==> config.mk <==
export PLATFORM = sky130hd
export DESIGN_NAME = traffic_fsm
export DESIGN_NICKNAME = d
export VERILOG_FILES = /design/src/rtl/traffic_fsm.sv
export SDC_FILE = /design/constraint.sdc
export NUM_CORES = 1
export LEC_CHECK = 0
export ABC_AREA = 0
export BUFFER_PORTS_ARGS = -buffer_cell sky130_fd_sc_hd__buf_2
export CORE_AREA = 3 3 40 42
export CTS_BUF_LIST = sky130_fd_sc_hd__clkbuf_4 sky130_fd_sc_hd__clkbuf_8
export DETAILED_ROUTE_END_ITERATION = 8
export DIE_AREA = 0 0 43 45
export PLACE_DENSITY = 0.6
export SLEW_MARGIN = 20
export SYNTH_ARGS = -nofsm -noshare
export SYNTH_HDL_FRONTEND = slang
export SYNTH_SLANG_ARGS = --single-unit
==> constraint.sdc <==
create_clock -name clk -period 1.4 [get_ports clk]
set_input_delay 0.07 -clock clk [delete_from_list [all_inputs] [get_ports clk]]
set_output_delay 0.07 -clock clk [all_outputs]
set_load 0.1 [all_outputs]
==> src/rtl/traffic_fsm.sv <==
`default_nettype none
// ============================================================================
// Module      : traffic_fsm
// Description : Two-way (N-S / E-W) intersection signal controller. A 4-state
//               Moore FSM with a single cycle timer grants green to one
//               approach at a time, honours a minimum and maximum green time,
//               and inserts an all-red interlock interval on every handover.
// Revision    : 1.0 - initial release
// ============================================================================
module traffic_fsm #(
  parameter int MIN_GREEN_CYCLES = 20,  // >= 1
  parameter int MAX_GREEN_CYCLES = 60,  // >= MIN_GREEN_CYCLES
  parameter int ALL_RED_CYCLES   = 4    // >= 1, <= MAX_GREEN_CYCLES + 1
) (
  input  logic clk,
  input  logic rst,       // asynchronous, active-low
  input  logic cars_ns,
  input  logic cars_ew,
  output logic green_N,
  output logic red_N,
  output logic green_E,
  output logic red_E
);

  // Timer only has to count up to MAX_GREEN_CYCLES-1; keep at least one bit.
  localparam int TIMER_W_RAW = $clog2(MAX_GREEN_CYCLES + 1);
  localparam int TIMER_W     = (TIMER_W_RAW < 1) ? 1 : TIMER_W_RAW;

  // Last timer value of each interval: the transition fires on that edge.
  localparam logic [TIMER_W-1:0] MIN_LAST    = TIMER_W'(MIN_GREEN_CYCLES - 1);
  localparam logic [TIMER_W-1:0] MAX_LAST    = TIMER_W'(MAX_GREEN_CYCLES - 1);
  localparam logic [TIMER_W-1:0] ALLRED_LAST = TIMER_W'(ALL_RED_CYCLES - 1);
  localparam logic [TIMER_W-1:0] TIMER_ONE   = TIMER_W'(1);
  localparam logic [TIMER_W-1:0] TIMER_ZERO  = '0;

  typedef enum logic [1:0] {
    NS_GREEN     = 2'd0,
    ALLRED_TO_EW = 2'd1,
    EW_GREEN     = 2'd2,
    ALLRED_TO_NS = 2'd3
  } state_t;

  state_t             state;
  state_t             next_state;
  logic [TIMER_W-1:0] timer;

  // Timer milestones shared by both green states and both all-red states.
  logic min_reached;
  logic max_reached;
  logic allred_done;

  // A green side yields early only when the other side waits and its own
  // side is idle; the max cap forces a handover regardless of requests.
  logic ns_yield;
  logic ew_yield;

  // Timer milestone decode.
  always_comb begin
    min_reached = (timer >= MIN_LAST);
    max_reached = (timer == MAX_LAST);
    allred_done = (timer == ALLRED_LAST);
    ns_yield    = (min_reached && cars_ew && !cars_ns) || max_reached;
    ew_yield    = (min_reached && cars_ns && !cars_ew) || max_reached;
  end

  // State register: reset restarts the controller in N-S green.
  always_ff @(posedge clk or negedge rst) begin
    if (!rst) begin
      state <= NS_GREEN;
    end else begin
      state <= next_state;
    end
  end

  // Cycle timer: cleared on every state change, otherwise counts up. The
  // green and all-red rules guarantee a transition before it could wrap.
  always_ff @(posedge clk or negedge rst) begin
    if (!rst) begin
      timer <= TIMER_ZERO;
    end else if (next_state != state) begin
      timer <= TIMER_ZERO;
    end else begin
      timer <= timer + TIMER_ONE;
    end
  end

  // Next-state logic. Requests are plain levels, ignored during all-red.
  always_comb begin
    next_state = state;
    case (state)
      NS_GREEN: begin
        if (ns_yield) begin
          next_state = ALLRED_TO_EW;
        end
      end
      ALLRED_TO_EW: begin
        if (allred_done) begin
          next_state = EW_GREEN;
        end
      end
      EW_GREEN: begin
        if (ew_yield) begin
          next_state = ALLRED_TO_NS;
        end
      end
      ALLRED_TO_NS: begin
        if (allred_done) begin
          next_state = NS_GREEN;
        end
      end
      // Unreachable with a 2-bit encoding; recover through an all-red phase.
      default: begin
        next_state = ALLRED_TO_NS;
      end
    endcase
  end

  // Moore lamp decode: each red is simply the inverse of its green, so the
  // two greens can never be on together and all-red lights both reds.
  always_comb begin
    green_N = (state == NS_GREEN);
    green_E = (state == EW_GREEN);
    red_N   = ~green_N;
    red_E   = ~green_E;
  end

endmodule
`default_nettype wire

==> flow_summary.rst <==
.. list-table::
   :header-rows: 1

   * - Metric
     - Value
   * - Residual antenna-violating net count after detailed routing
     - 0
   * - Routed wire per std cell
     - 11.83 um
   * - Synthesized area divided by synthesized cell count
     - 9.530 um^2
   * - Total clock sinks
     - 8
   * - Final non-filler cell total
     - 81
   * - Share of synthesized flip-flops with an asynchronous set or reset
     - 1.000
   * - Root buffer cell
     - clkbuf_4
   * - Failing checks
     - setup timing
   * - Category of the critical setup timing path
     - flop to flop
   * - Syn. warnings
     - 0
   * - Basic-gate share of the synthesized area counting and, or, nand and nor cells
     - 0.2598
   * - Post-placement cell count
     - 77
   * - Clock buffers created by TritonCTS
     - 3
   * - Compound-gate portion of the synthesized area
     - 0.1341
   * - Power density normalized to cell area
     - 653.1 mW/mm^2
   * - Port bufs
     - 7
   * - Final Skew
     - 0.01284 ns
   * - Clock latency on the worst-skew pair
     - 0.26 ns
   * - Mux cell area share after synthesis
     - 0
   * - Flop pwr share
     - 0.547
   * - Die span in x
     - 43 um
   * - All-Layer GR Usage
     - 0.1168
   * - Dominant delay contributor by cell family on the critical path
     - compound AO/OA/AOI/OAI gates
   * - Total routed wirelength
     - 958 um
   * - Htree depth
     - 1
   * - LEAKAGE
     - 0.3055 nW
   * - Gate Count Post-Synth
     - 47
   * - Logic gate share of total power
     - 0.030
   * - Layout cell share with drive strength beyond 1
     - 0.4242
   * - Vias in the first global route
     - 387
   * - Dominant register cell in the synthesized netlist
     - dfrtp_1
   * - Time the final worst path needs with I/O delays and setup
     - 1.490 ns
   * - HPWL after detailed placement
     - 748.7 um
   * - Area growth from synthesis to final layout
     - 44.69%
   * - Number of nets in the synthesized netlist
     - 53
   * - Total standard cell area after synthesis
     - 447.9 um^2
   * - Final Cycle Share
     - 1.065
   * - Maximum buffer depth of the clock tree
     - 2
   * - Critical path data required time
     - 1.56 ns
   * - Number of design rule violations left after detail routing
     - 0
   * - Clock transition time at the flip-flop clock pins of the worst setup and hold paths
     - 0.06 ns
   * - Clock network fraction of design power
     - 0.423
   * - Number of flops mapped to enable cells by yosys
     - 0
   * - Routability congestion estimate from global placement
     - 0.8455
   * - Ports
     - 8
   * - Cell internal pwr
     - 0.0003358 W
   * - Antenna violations before repair
     - 0
   * - CTS tree
     - built
   * - Net switching fraction of the power
     - 0.2067
   * - Synth area leader
     - dfrtp_1
   * - Worst VDD drop
     - 0.0004529 V
   * - Share of Yosys cell area claimed by the top area cell type
     - 0.4469
   * - Sum Neg Setup Slack
     - -0.2591 ns
   * - Number of maximum-capacitance constraint violations
     - 0
   * - Number of placement rows
     - 13
   * - Buffering stage count on the worst path with inverters included
     - 0
   * - Setup repair after global routing missed its margin
     - yes
   * - Antenna Diode Count
     - 0
   * - Total global routing overflow
     - 0
   * - Post-synthesis adder-cell area fraction
     - 0.05587
   * - Initial cell density of the core
     - 0.3486
   * - Post-synthesis xor/xnor area fraction
     - 0.07821
   * - Dominant combinational cell family by area after synthesis
     - simple AND/OR/NAND/NOR gates
   * - Total number of vias
     - 393
   * - Actual transition at the worst max-transition pin
     - 0.3007 ns
   * - Critical-path maximum fanout
     - 6
   * - CORE AREA
     - 0.001285 mm^2
   * - Number of unique standard cell types used by synthesis
     - 23
   * - Biggest cell delay along the critical path
     - 0.41 ns
   * - Drt pass-1 iters
     - 4
   * - Number of setup violations in the final report
     - 7
   * - Pins Over Slew Limit
     - 0
   * - Wire length of the first global-routing pass
     - 1593 um
   * - Average vias per placed instance
     - 4.852
   * - Area of the die
     - 0.001935 mm^2
   * - Crit-path slowest cell
     - or4_4
   * - Number of nets in the layout
     - 74
   * - Path class of the lowest-slack min-delay path
     - primary input to async pin
   * - Overall die height
     - 45 um
   * - Top cells by instance count after synthesis
     - 9 x nor2_1, 8 x dfrtp_1, 4 x nand2_1
   * - Maximum number of pins on one net before global-route repair
     - 9
   * - # Post-CTS Setup Buffers
     - 0
   * - Chain of cells forming the critical path
     - ha_2 > or4_4 > o21ai_2 > a21oi_2 > a21o_1
   * - Switching component of the power
     - 0.00008749 W
   * - Top achievable clock speed
     - 0.6709 GHz
   * - Sequential fraction of the synthesis area
     - 0.4469
   * - Biggest area contributors in the synthesized netlist
     - dfrtp_1 45%, nor2_1 7.5%, ha_1 5.6%
   * - Number of inserted filler cells in the final layout
     - 117
   * - Rel. slew slack
     - 0.8007
   * - Number of flip-flops and latches in the synthesized netlist
     - 8
   * - Status
     - complete, but fails checks
   * - Data arrival time of the worst path
     - 1.65 ns
   * - Final Hold Vio Count
     - 0
   * - Critical Path Source Type
     - flop
   * - Type of destination of the critical path
     - flop
   * - Worst slack at placement
     - -0.1084 ns
   * - Worst setup margin
     - -0.09049 ns
   * - Dominant cell by count in the synthesized netlist
     - nor2_1
   * - Starting DRT DRC Count
     - 4
## cells in the final DEF, fill, tap and decap left out, types with 2 or more instances in the layout
cell type | Yosys | layout
buf_12 | 0 | 2
nand2_1 | 4 | 3
nor2_1 | 9 | 9
clkinvlp_4 | 0 | 2
buf_4 | 0 | 8
xor2_1 | 2 | 2
xnor2_1 | 2 | 2
buf_2 | 0 | 3
nand3_1 | 2 | 2
dfrtp_1 | 8 | 8
clkbuf_4 | 0 | 5
## timing repair
| action | CTS | global route |
|---|---|---|
| gates resized for setup | 1 | 2 |
| hold buffers | 1 | 0 |
| endpoints found under the hold margin | 8 | 0 |
| endpoints found under the setup margin | 7 | 9 |
## power by group through the flow
stage          sequential (W)  combinational, W  clock (W)
6_report             0.000231         0.0000127   0.000179
5_1_grt              0.000231         0.0000143   0.000199
4_1_cts              0.000231         0.0000132   0.000188
3_5_place_dp         0.000235         0.0000110          0
3_3_place_gp         0.000235         0.0000107          0
2_1_floorplan        0.000236        0.00000162          0
## worst register-to-register path: stages, from the launching register on
cell and delay (ns):
dfrtp_1 0.38, ha_2 0.19, or4_4 0.41, o21ai_2 0.16
a21oi_2 0.09, a21o_1 0.17
## path summary, 6_finish.rpt
kind | startpoint | to | slack [ns] | depth (start not counted)
min in group clk | cars_ns | timer[4] | 0.40 | 5
worst max-delay path | timer[0] | state[0] | -0.09 | 5
worst min-delay path | rst | state[0] | 0.18 | 2
worst min register to register | state[0] | state[0] | 0.53 | 1
worst max register to register | timer[0] | state[0] | -0.09 | 5
max in group asynchronous | rst | timer[3] | 1.04 | 2
## metrics by stage
stage	cell area (um^2)	total power [W]	utilization	hold slack, ns
after floorplan	462.9	0.0002371	-	-0.2256
after global placement	606.8	0.0002461	0.4722	-0.07058
after detailed placement	606.8	0.0002465	0.4722	-0.07375
after CTS	643.1	0.0004329	0.5005	0.1803
after global routing	648.1	0.0004445	0.5044	0.1999
final	648.1	0.0004233	0.5044	0.1764
## sequential cells by signal, indices dropped and copies added (netlist names)
register	cells
timer	6
state	2
## kinds of logic after synthesis
logic type	Yosys count
flip-flops	8
buffers and inverters	3
XOR/XNOR	4
AND/OR/NAND/NOR	23
AO/OA/AOI/OAI	7
adder cells (fa/ha/maj)	2
## area by class of cell
class / count / area, um^2 / area share
clock buffers: 3 / 22.52 / 0.03475
inverters: 3 / 18.77 / 0.02896
multi-input cells: 36 / 247.7 / 0.3822
flip-flops and latches: 8 / 200.2 / 0.3089
well taps: 15 / 18.77 / 0.02896
repair buffers: 16 / 140.1 / 0.2162
## metal layers
| metal | vias to the layer above | wire [um] | GRT usage |
|---|---|---|---|
| met4 | 0 | 6 | 0.07229 |
| li1 | 200 | - | - |
| met2 | 12 | 454 | 0.1766 |
| met1 | 179 | 429 | 0.1386 |
| met3 | 2 | 68 | 0.04781 |
| met5 | - | 0 | 0 |
(Power assumes the default switching activity.)
